### config.mk
export PLATFORM = sky130hd
export DESIGN_NAME = riscv_mc_control
export DESIGN_NICKNAME = d
export VERILOG_FILES = /design/src/rtl/riscv_mc_control.sv
export SDC_FILE = /design/constraint.sdc
export NUM_CORES = 1
export LEC_CHECK = 0
export ABC_AREA = 1
export BUFFER_PORTS_ARGS = -buffer_cell sky130_fd_sc_hd__buf_2
export CAP_MARGIN = 20
export CORE_AREA = 2 2 57 86
export DETAILED_ROUTE_END_ITERATION = 10
export DIE_AREA = 0 0 59 88
export PLACE_DENSITY = 0.71
export SLEW_MARGIN = 20
export SYNTH_ARGS = -nofsm -noshare
export SYNTH_HDL_FRONTEND = slang
export SYNTH_SLANG_ARGS = --single-unit
### constraint.sdc
create_clock -name clk -period 1.92 [get_ports clk]
set_clock_uncertainty 0.1 [all_clocks]
set_input_delay 0.096 -clock clk [delete_from_list [all_inputs] [get_ports clk]]
set_output_delay 0.096 -clock clk [all_outputs]
set_load 0.05 [all_outputs]
### src/rtl/riscv_mc_control.sv
// Multicycle control unit for an RV32 subset (add/sub/and/or/addi/lw/sw/beq).
// Registered state and retire counter; enables are decoded combinationally and gated by reset.
module riscv_mc_control #(
    parameter int unsigned CNT_W = 16
) (
    input  logic             clk,
    input  logic             reset,
    input  logic [31:0]      instruction,
    input  logic             imem_ready,
    input  logic             dmem_ready,
    input  logic             zero,
    output logic             imem_req,
    output logic             ir_write,
    output logic             pc_write,
    output logic             pc_branch,
    output logic             reg_write,
    output logic             alu_src,
    output logic [1:0]       alu_ctrl,
    output logic [1:0]       imm_sel,
    output logic             mem_read,
    output logic             mem_write,
    output logic             mem_to_reg,
    output logic             illegal,
    output logic [2:0]       state,
    output logic [CNT_W-1:0] instr_count
);
    typedef enum logic [2:0] {
        S_FETCH  = 3'd0,
        S_DECODE = 3'd1,
        S_EXEC   = 3'd2,
        S_MEM    = 3'd3,
        S_WB     = 3'd4,
        S_TRAP   = 3'd5
    } state_t;

    typedef enum logic [3:0] {
        OP_ADD, OP_SUB, OP_AND, OP_OR, OP_ADDI, OP_LW, OP_SW, OP_BEQ, OP_ILL
    } op_t;

    localparam logic [6:0] OPC_R    = 7'b0110011;
    localparam logic [6:0] OPC_I    = 7'b0010011;
    localparam logic [6:0] OPC_LOAD = 7'b0000011;
    localparam logic [6:0] OPC_STORE= 7'b0100011;
    localparam logic [6:0] OPC_BR   = 7'b1100011;

    state_t           state_q, state_d;
    op_t              op;
    logic [CNT_W-1:0] count_q;
    logic             retire;
    logic [6:0]       opcode, funct7;
    logic [2:0]       funct3;
    logic [4:0]       rd;
    logic             op_alu_src;
    logic [1:0]       op_alu_ctrl, op_imm_sel;
    logic             imem_req_c, ir_write_c, pc_write_c, pc_branch_c, reg_write_c;
    logic             alu_src_c, mem_read_c, mem_write_c, mem_to_reg_c, illegal_c;
    logic [1:0]       alu_ctrl_c, imm_sel_c;
    logic             unused_fields;

    assign opcode        = instruction[6:0];
    assign rd            = instruction[11:7];
    assign funct3        = instruction[14:12];
    assign funct7        = instruction[31:25];
    assign unused_fields = ^instruction[24:15];

    // Instruction classification from the IR contents.
    always_comb begin
        op = OP_ILL;
        case (opcode)
            OPC_R: begin
                if (funct3 == 3'b000 && funct7 == 7'b0000000)      op = OP_ADD;
                else if (funct3 == 3'b000 && funct7 == 7'b0100000) op = OP_SUB;
                else if (funct3 == 3'b111 && funct7 == 7'b0000000) op = OP_AND;
                else if (funct3 == 3'b110 && funct7 == 7'b0000000) op = OP_OR;
            end
            OPC_I:     if (funct3 == 3'b000) op = OP_ADDI;
            OPC_LOAD:  if (funct3 == 3'b010) op = OP_LW;
            OPC_STORE: if (funct3 == 3'b010) op = OP_SW;
            OPC_BR:    if (funct3 == 3'b000) op = OP_BEQ;
            default:   op = OP_ILL;
        endcase
    end

    // ALU operand/function selection per instruction, held from EXEC through WB.
    always_comb begin
        op_alu_src  = 1'b1;
        op_alu_ctrl = 2'b00;
        op_imm_sel  = 2'b00;
        case (op)
            OP_ADD:  op_alu_src = 1'b0;
            OP_SUB:  begin op_alu_src = 1'b0; op_alu_ctrl = 2'b01; end
            OP_AND:  begin op_alu_src = 1'b0; op_alu_ctrl = 2'b10; end
            OP_OR:   begin op_alu_src = 1'b0; op_alu_ctrl = 2'b11; end
            OP_SW:   op_imm_sel = 2'b01;
            OP_BEQ:  begin op_alu_src = 1'b0; op_alu_ctrl = 2'b01; op_imm_sel = 2'b10; end
            default: ;
        endcase
    end

    // Next state, retire strobe and raw enables.
    always_comb begin
        state_d      = state_q;
        retire       = 1'b0;
        imem_req_c   = 1'b0;
        ir_write_c   = 1'b0;
        pc_write_c   = 1'b0;
        pc_branch_c  = 1'b0;
        reg_write_c  = 1'b0;
        alu_src_c    = 1'b0;
        alu_ctrl_c   = 2'b00;
        imm_sel_c    = 2'b00;
        mem_read_c   = 1'b0;
        mem_write_c  = 1'b0;
        mem_to_reg_c = 1'b0;
        illegal_c    = 1'b0;
        case (state_q)
            S_FETCH: begin
                imem_req_c = 1'b1;
                if (imem_ready) begin
                    ir_write_c = 1'b1;
                    pc_write_c = 1'b1;
                    state_d    = S_DECODE;
                end
            end
            S_DECODE: state_d = (op == OP_ILL) ? S_TRAP : S_EXEC;
            S_EXEC: begin
                alu_src_c  = op_alu_src;
                alu_ctrl_c = op_alu_ctrl;
                imm_sel_c  = op_imm_sel;
                case (op)
                    OP_LW, OP_SW: state_d = S_MEM;
                    OP_BEQ: begin
                        pc_branch_c = zero;
                        retire      = 1'b1;
                        state_d     = S_FETCH;
                    end
                    OP_ILL:  state_d = S_TRAP;
                    default: state_d = S_WB;
                endcase
            end
            S_MEM: begin
                alu_src_c   = op_alu_src;
                alu_ctrl_c  = op_alu_ctrl;
                imm_sel_c   = op_imm_sel;
                mem_write_c = (op == OP_SW);
                mem_read_c  = (op != OP_SW);
                if (dmem_ready) begin
                    retire  = (op == OP_SW);
                    state_d = (op == OP_SW) ? S_FETCH : S_WB;
                end
            end
            S_WB: begin
                alu_src_c    = op_alu_src;
                alu_ctrl_c   = op_alu_ctrl;
                reg_write_c  = (rd != 5'd0);
                mem_to_reg_c = (op == OP_LW);
                retire       = 1'b1;
                state_d      = S_FETCH;
            end
            S_TRAP:  illegal_c = 1'b1;
            default: state_d = S_TRAP;
        endcase
    end

    always_ff @(posedge clk) begin
        if (!reset) begin
            state_q <= S_FETCH;
            count_q <= '0;
        end else begin
            state_q <= state_d;
            if (retire) count_q <= count_q + CNT_W'(1);
        end
    end

    // Reset kills every enable in the same cycle so an in-flight access aborts cleanly.
    assign imem_req    = reset & imem_req_c;
    assign ir_write    = reset & ir_write_c;
    assign pc_write    = reset & pc_write_c;
    assign pc_branch   = reset & pc_branch_c;
    assign reg_write   = reset & reg_write_c;
    assign alu_src     = reset & alu_src_c;
    assign alu_ctrl    = reset ? alu_ctrl_c : 2'b00;
    assign imm_sel     = reset ? imm_sel_c : 2'b00;
    assign mem_read    = reset & mem_read_c;
    assign mem_write   = reset & mem_write_c;
    assign mem_to_reg  = reset & mem_to_reg_c;
    assign illegal     = reset & illegal_c;
    assign state       = 3'(state_q);
    assign instr_count = count_q;

endmodule

# --- After elaboration in Yosys (flattened, before gate mapping) ---
# Index checks and enable logic that the tools add are counted.
word_totals:
  reg_bits: 19
  input_bits: 37
  out_inout_bits: 33
  word_cells: 88
op_classes:
  addsub: 1
  n_eq_ne: 24
  muxes: 36
  bitwise_logic: 10
  reduce_logical: 15
ops:
  columns: ["operator", "count"]
  rows:
  - ["4-bit two-way mux", 8]
  - ["7-bit by 6-bit == test with 1-bit output (second input constant)", 3]
  - ["4-bit one-hot mux with 5 select lines", 1]
  - ["3-bit one-hot mux with 6 select lines", 1]
  - ["16-bit by 1-bit adder with 16-bit output (second input constant)", 1]
  - ["1-bit two-way mux", 14]
  - ["3-bit == test (second input constant)", 4]
  - ["4-bit by 3-bit == test with 1-bit output (second input constant)", 3]
  - ["3-bit two-way mux", 4]
  - ["1-bit bitwise AND", 9]
  - ["3-bit by 2-bit == test with 1-bit output (second input constant)", 3]
  - ["3-bit one-hot mux with 3 select lines", 1]
  - ["4-bit by 2-bit == test with 1-bit output (second input constant)", 2]
  - ["2-bit two-way mux", 4]
  - ["7-bit by 2-bit == test with 1-bit output (second input constant)", 1]
  - ["7-bit by 5-bit == test with 1-bit output (second input constant)", 1]
  - ["7-bit == test (second input constant)", 1]
  - ["7-bit logical NOT", 1]
  - ["3-bit logical NOT", 2]
  - ["2-bit one-hot mux with 3 select lines", 1]
  - ["2-bit OR reduction", 3]
  - ["5-bit nonzero test", 1]
  - ["5-bit OR reduction", 1]
  - ["4-bit by 1-bit == test with 1-bit output (second input constant)", 1]
  - ["other kinds (11)", 15]

# --- Logic depth before layout (Yosys ltp) ---
logic_depth:
  depth_word: 12
  mapped_depth: 13
  depth_no_buf: 13

# --- Worst setup path before layout ---
# Ideal clock, no wire load.
synth_path:
  path_kind: "register to output"
  startpoint: "reg state_q[0], in the netlist state[0]"
  endpoint: "out pc_write"
  arrival_ns: 2.451
  required_ns: 1.724
  slack_ns: -0.727
  stages_incl_launch_ff: 7
  path_buffers: 1
  cell_sequence: "dfxtp_1 > nor2_1 > inv_1 > nor2_1 > inv_1 > nor3_1 > buf_4"
synth_via:
  elab_chain_len: 3
synth_lines:
  columns: ["item", "line_no", "source"]
  rows:
  - ["start: declaration", "46", "state_t state_q, state_d;"]
  - ["start signal: assignment", "170", "state_q <= state_d;"]
  - ["3-bit logical NOT", null, null]
  - ["1-bit two-way mux", null, null]
  - ["1-bit bitwise AND", null, null]
  - ["end: declaration", "14", "output logic pc_write,"]
# No other way between the ends.

# --- Final worst setup path ---
layout_path:
  startpoint: "reg state_q[1], in the netlist state[1]"
  endpoint: "out alu_src"
layout_via:
  elab_chain_len: 4
  elab_cells_between_ends: 6
layout_lines:
  columns: ["item", "line_no", "source"]
  rows:
  - ["3-bit by 2-bit == test with 1-bit output or 3-bit == test (tied branches)", "116", "case (state_q)"]
  - ["3-bit OR reduction (no source line) *", null, null]
  - ["1-bit two-way mux *", "116", null]
  - ["1-bit bitwise AND *", "181", "assign alu_src = reset & alu_src_c;"]
  - ["end: declaration", "17", "output logic alu_src,"]
# Mark *: on every way between the ends. The rest lies on a longest branch, timed or not.

==> summary.txt <==
GRT
  – Initial antenna violation count: 0
  – Largest net degree at the start of global routing: 20
  – Remaining global-route overflow: 0
  – Number of global-route vias before repair: around 1,700
  – Total track usage: 15.9%
  – First-pass GRT wire length: 6670 um

Detailed routing
  – Met3 Routed Length: 198 um
  – Number of vias per cell: ~4.8
  – First-pass iteration count of the detailed router: 4
  – Final wirelength: between 3000 and 4000 um
  – DRT iter0 DRCs: between 60 and 70
  – Antenna viol nets, final: 0
  – Met2 WL: just over 2000 um
  – Top sig layer: met4
  – Vias: around 1,700
  – Wl on met1: 1670 um
  – Drt wl/cell: approximately 11 um
  – DRC errors left: 0

Power
  – Final Power: ~1.2 mW
  – Peak VDD IR: 0.361 mV
  – Pleak: ~1.0 nW
  – Pwr Density: 617 mW/mm^2

Synth
  – Synth cell count leaders: nand2_1 (54), nor2_1 (41), inv_1 (36)
  – Asr flop ratio synth: 0%
  – Syn nets: around 290
  – Top FF cell, synth: dfxtp_1
  – Ys Warns: 0
  – Syn Area/Cell: ~6.1 um^2
  – Post-synthesis cell count: 250
  – Synth area leader: dfxtp_1
  – Netlist Area Pre-Place: between 0.0015 and 0.002 mm^2
  – EDFF count, synth: 0
  – Synthesized flop and latch total: 19
  – Count leader, synth: nand2_1
  – Ranking of synthesized cells by area: dfxtp_1 (25%), nand2_1 (13%), nor2_1 (10%), inv_1 (8.9%), nand3_1 (7.9%)
  – Post-synthesis sequential area ratio: 25.0%
  – Yosys cell types: 31
  – Area fraction of the dominant cell type after synthesis: 25.0%

STA
  – Setup TNS: 0 ns
  – Slew Viols, Final: 0
  – Final Hold Fails: 0
  – Tcrit/Tclk final: 94.5%
  – Fmax: roughly 550 MHz
  – Final worst setup slack: 0.106 ns
  – Worst Max-Slew Pin Slew: 0.442 ns
  – Relative slew slack: 70.5%
  – Unrepaired setup endpoints after global routing: yes
  – Fin crit period: around 1.8 ns
  – # setup viols final: 0

Clock network
  – Clock sink count: 19
  – CTS tree: built
  – Clock buffer count from CTS: 3
  – CTS Buffer Depth: 2
  – Skew-Pair Late Insertion Delay: 0.25 ns
  – Clock slew at reported path FFs: around 0.070 ns
  – Root buf cell: clkbuf_8
  – H-tree level count: 1

Placed design
  – I/O Buffers: 59
  – Pre-CTS WS: between 0.1 and 0.15 ns
  – Routability congestion estimate from global placement: 0.852
  – DP Area: roughly 0.0019 mm^2
  – DPL Wire Length: roughly 3300 um

Floorplanning
  – Die ar.: ~0.0052 mm^2
  – Width of the die: between 50 and 60 um
  – IO Count: 70
  – Starting Density: between 30% and 40%
  – Core ar.: 0.00443 mm^2
  – # rows: 30
  – Chip height: about 88 um

Setup path
  – CP startpoint kind: register
  – WP depth: 8
  – WP data required: roughly 1.7 ns
  – Critical Path Max Stage Delay: ~0.37 ns
  – Crit path capture type: primary output
  – CP Data Arrival Time: ~1.6 ns
  – CP Buf/Inv Count: 3
  – CP delay by family, top: simple AND/OR/NAND/NOR gates
  – Worst-path cell chain: nor2_1 -> inv_1 -> nor2_1 -> nand2_2 -> nand2_1 -> nand3_1 -> inv_1 -> clkbuf_4
  – Crit path max fanout: 5
  – Reg2reg path depth: 7
  – Critical path's slowest cell: dfxtp_1
  – Kind of critical path: register to primary output

Run
  – MaxCap Viol Count: 0

Run status
  – Run status: complete, no violations

Layout
  – Fraction of layout instances using a drive strength above 1: between 30% and 40%
  – Fin util: 44.6%
  – Multi-input logic area: roughly 990 um^2
  – Ant. Diodes: 0
  – Final nets: 353
  – Fill cell count: about 480
  – Sequential cell area: roughly 380 um^2
  – Fin area: ~0.002 mm^2
  – Area growth from synthesis to final layout: 30.0%

Min path
  – Hold depth: 3
  – Hold Path Class: primary input to register
[worst register-to-register path, delay by kind of cell, from the launching register on]
family | cells | cell delay, ns
DFF | 1 | 0.44
and+or+nand+nor | 6 | 0.95
buffers and inverters | 1 | 0.09
[kinds of logic (layout without fill, tap and decap cells)]
kind of cell             count (synthesis)  after routing  share of synthesized area (%)
adder cells (fa/ha/maj)                  1              1                          0.823
XOR/XNOR                                 4              4                           2.30
AO/OA/AOI/OAI                           27             27                           10.4
flip-flops                              19             19                           25.0
AND/OR/NAND/NOR                        154            154                           49.0
buffers and inverters                   45            109                           12.5
[routing by layer]
metal | vias up | track usage [%]
met3 | 7 | 1.62
met5 | - | 0
li1 | 922 | -
met1 | 748 | 17.2
met4 | 0 | 6.40
met2 | 58 | 30.4
[worst paths after layout]
| kind | startpoint | end | slack, ns |
|---|---|---|---|
| worst max register to register | state[1] | instr_count[5] | 0.21 |
| worst min-delay path | reset | state[1] | 0.05 |
| worst max-delay path | state[1] | alu_src | 0.11 |
| worst min register to register | instr_count[4] | instr_count[4] | 0.38 |
[layout by cell type, fill, tap and decap left out, drive strengths merged, types with 3 or more instances in the layout]
cell	instances
buf	63
nand2	59
nor2	44
inv	41
nand3	26
dfxtp	19
a21oi	18
nor3	16
o21ai	7
nand4	6
clkbuf	5
xor2	3
[report_power, final]
group / internal (mW) / switching (mW) / total (mW)
clock network: 0.148 / 0.129 / 0.277
registers: 0.419 / 0.0378 / 0.457
logic: 0.136 / 0.350 / 0.486
[state kept, by name (all words and copies together) (netlist names)]
| signal | flops |
|---|---|
| instr_count | 16 |
| state | 3 |
[cell type report]
class                   count  area share (%)
multi-input cells         186            50.0
inverters                  41            7.79
repair buffers             64            17.4
well taps                  48            3.04
clock buffers               4            2.28
flip-flops and latches     19            19.4
[what timing repair did]
action / 4_1_cts / 5_1_grt
setup buffers: 0 / 2
pin swaps: 0 / 1
endpoints found under the setup margin: 2 / 4
hold buffers: 0 / 0
gates resized for setup: 2 / 6
[through the flow]
step / hold WS, ns / cells
5_1_grt: 0.0684 / 362
3_5_place_dp: 0.315 / 356
2_1_floorplan: 0.134 / 250
4_1_cts: 0.0448 / 360
3_3_place_gp: 0.308 / 356
6_report: 0.0474 / 362
(Power assumes the default switching activity.)
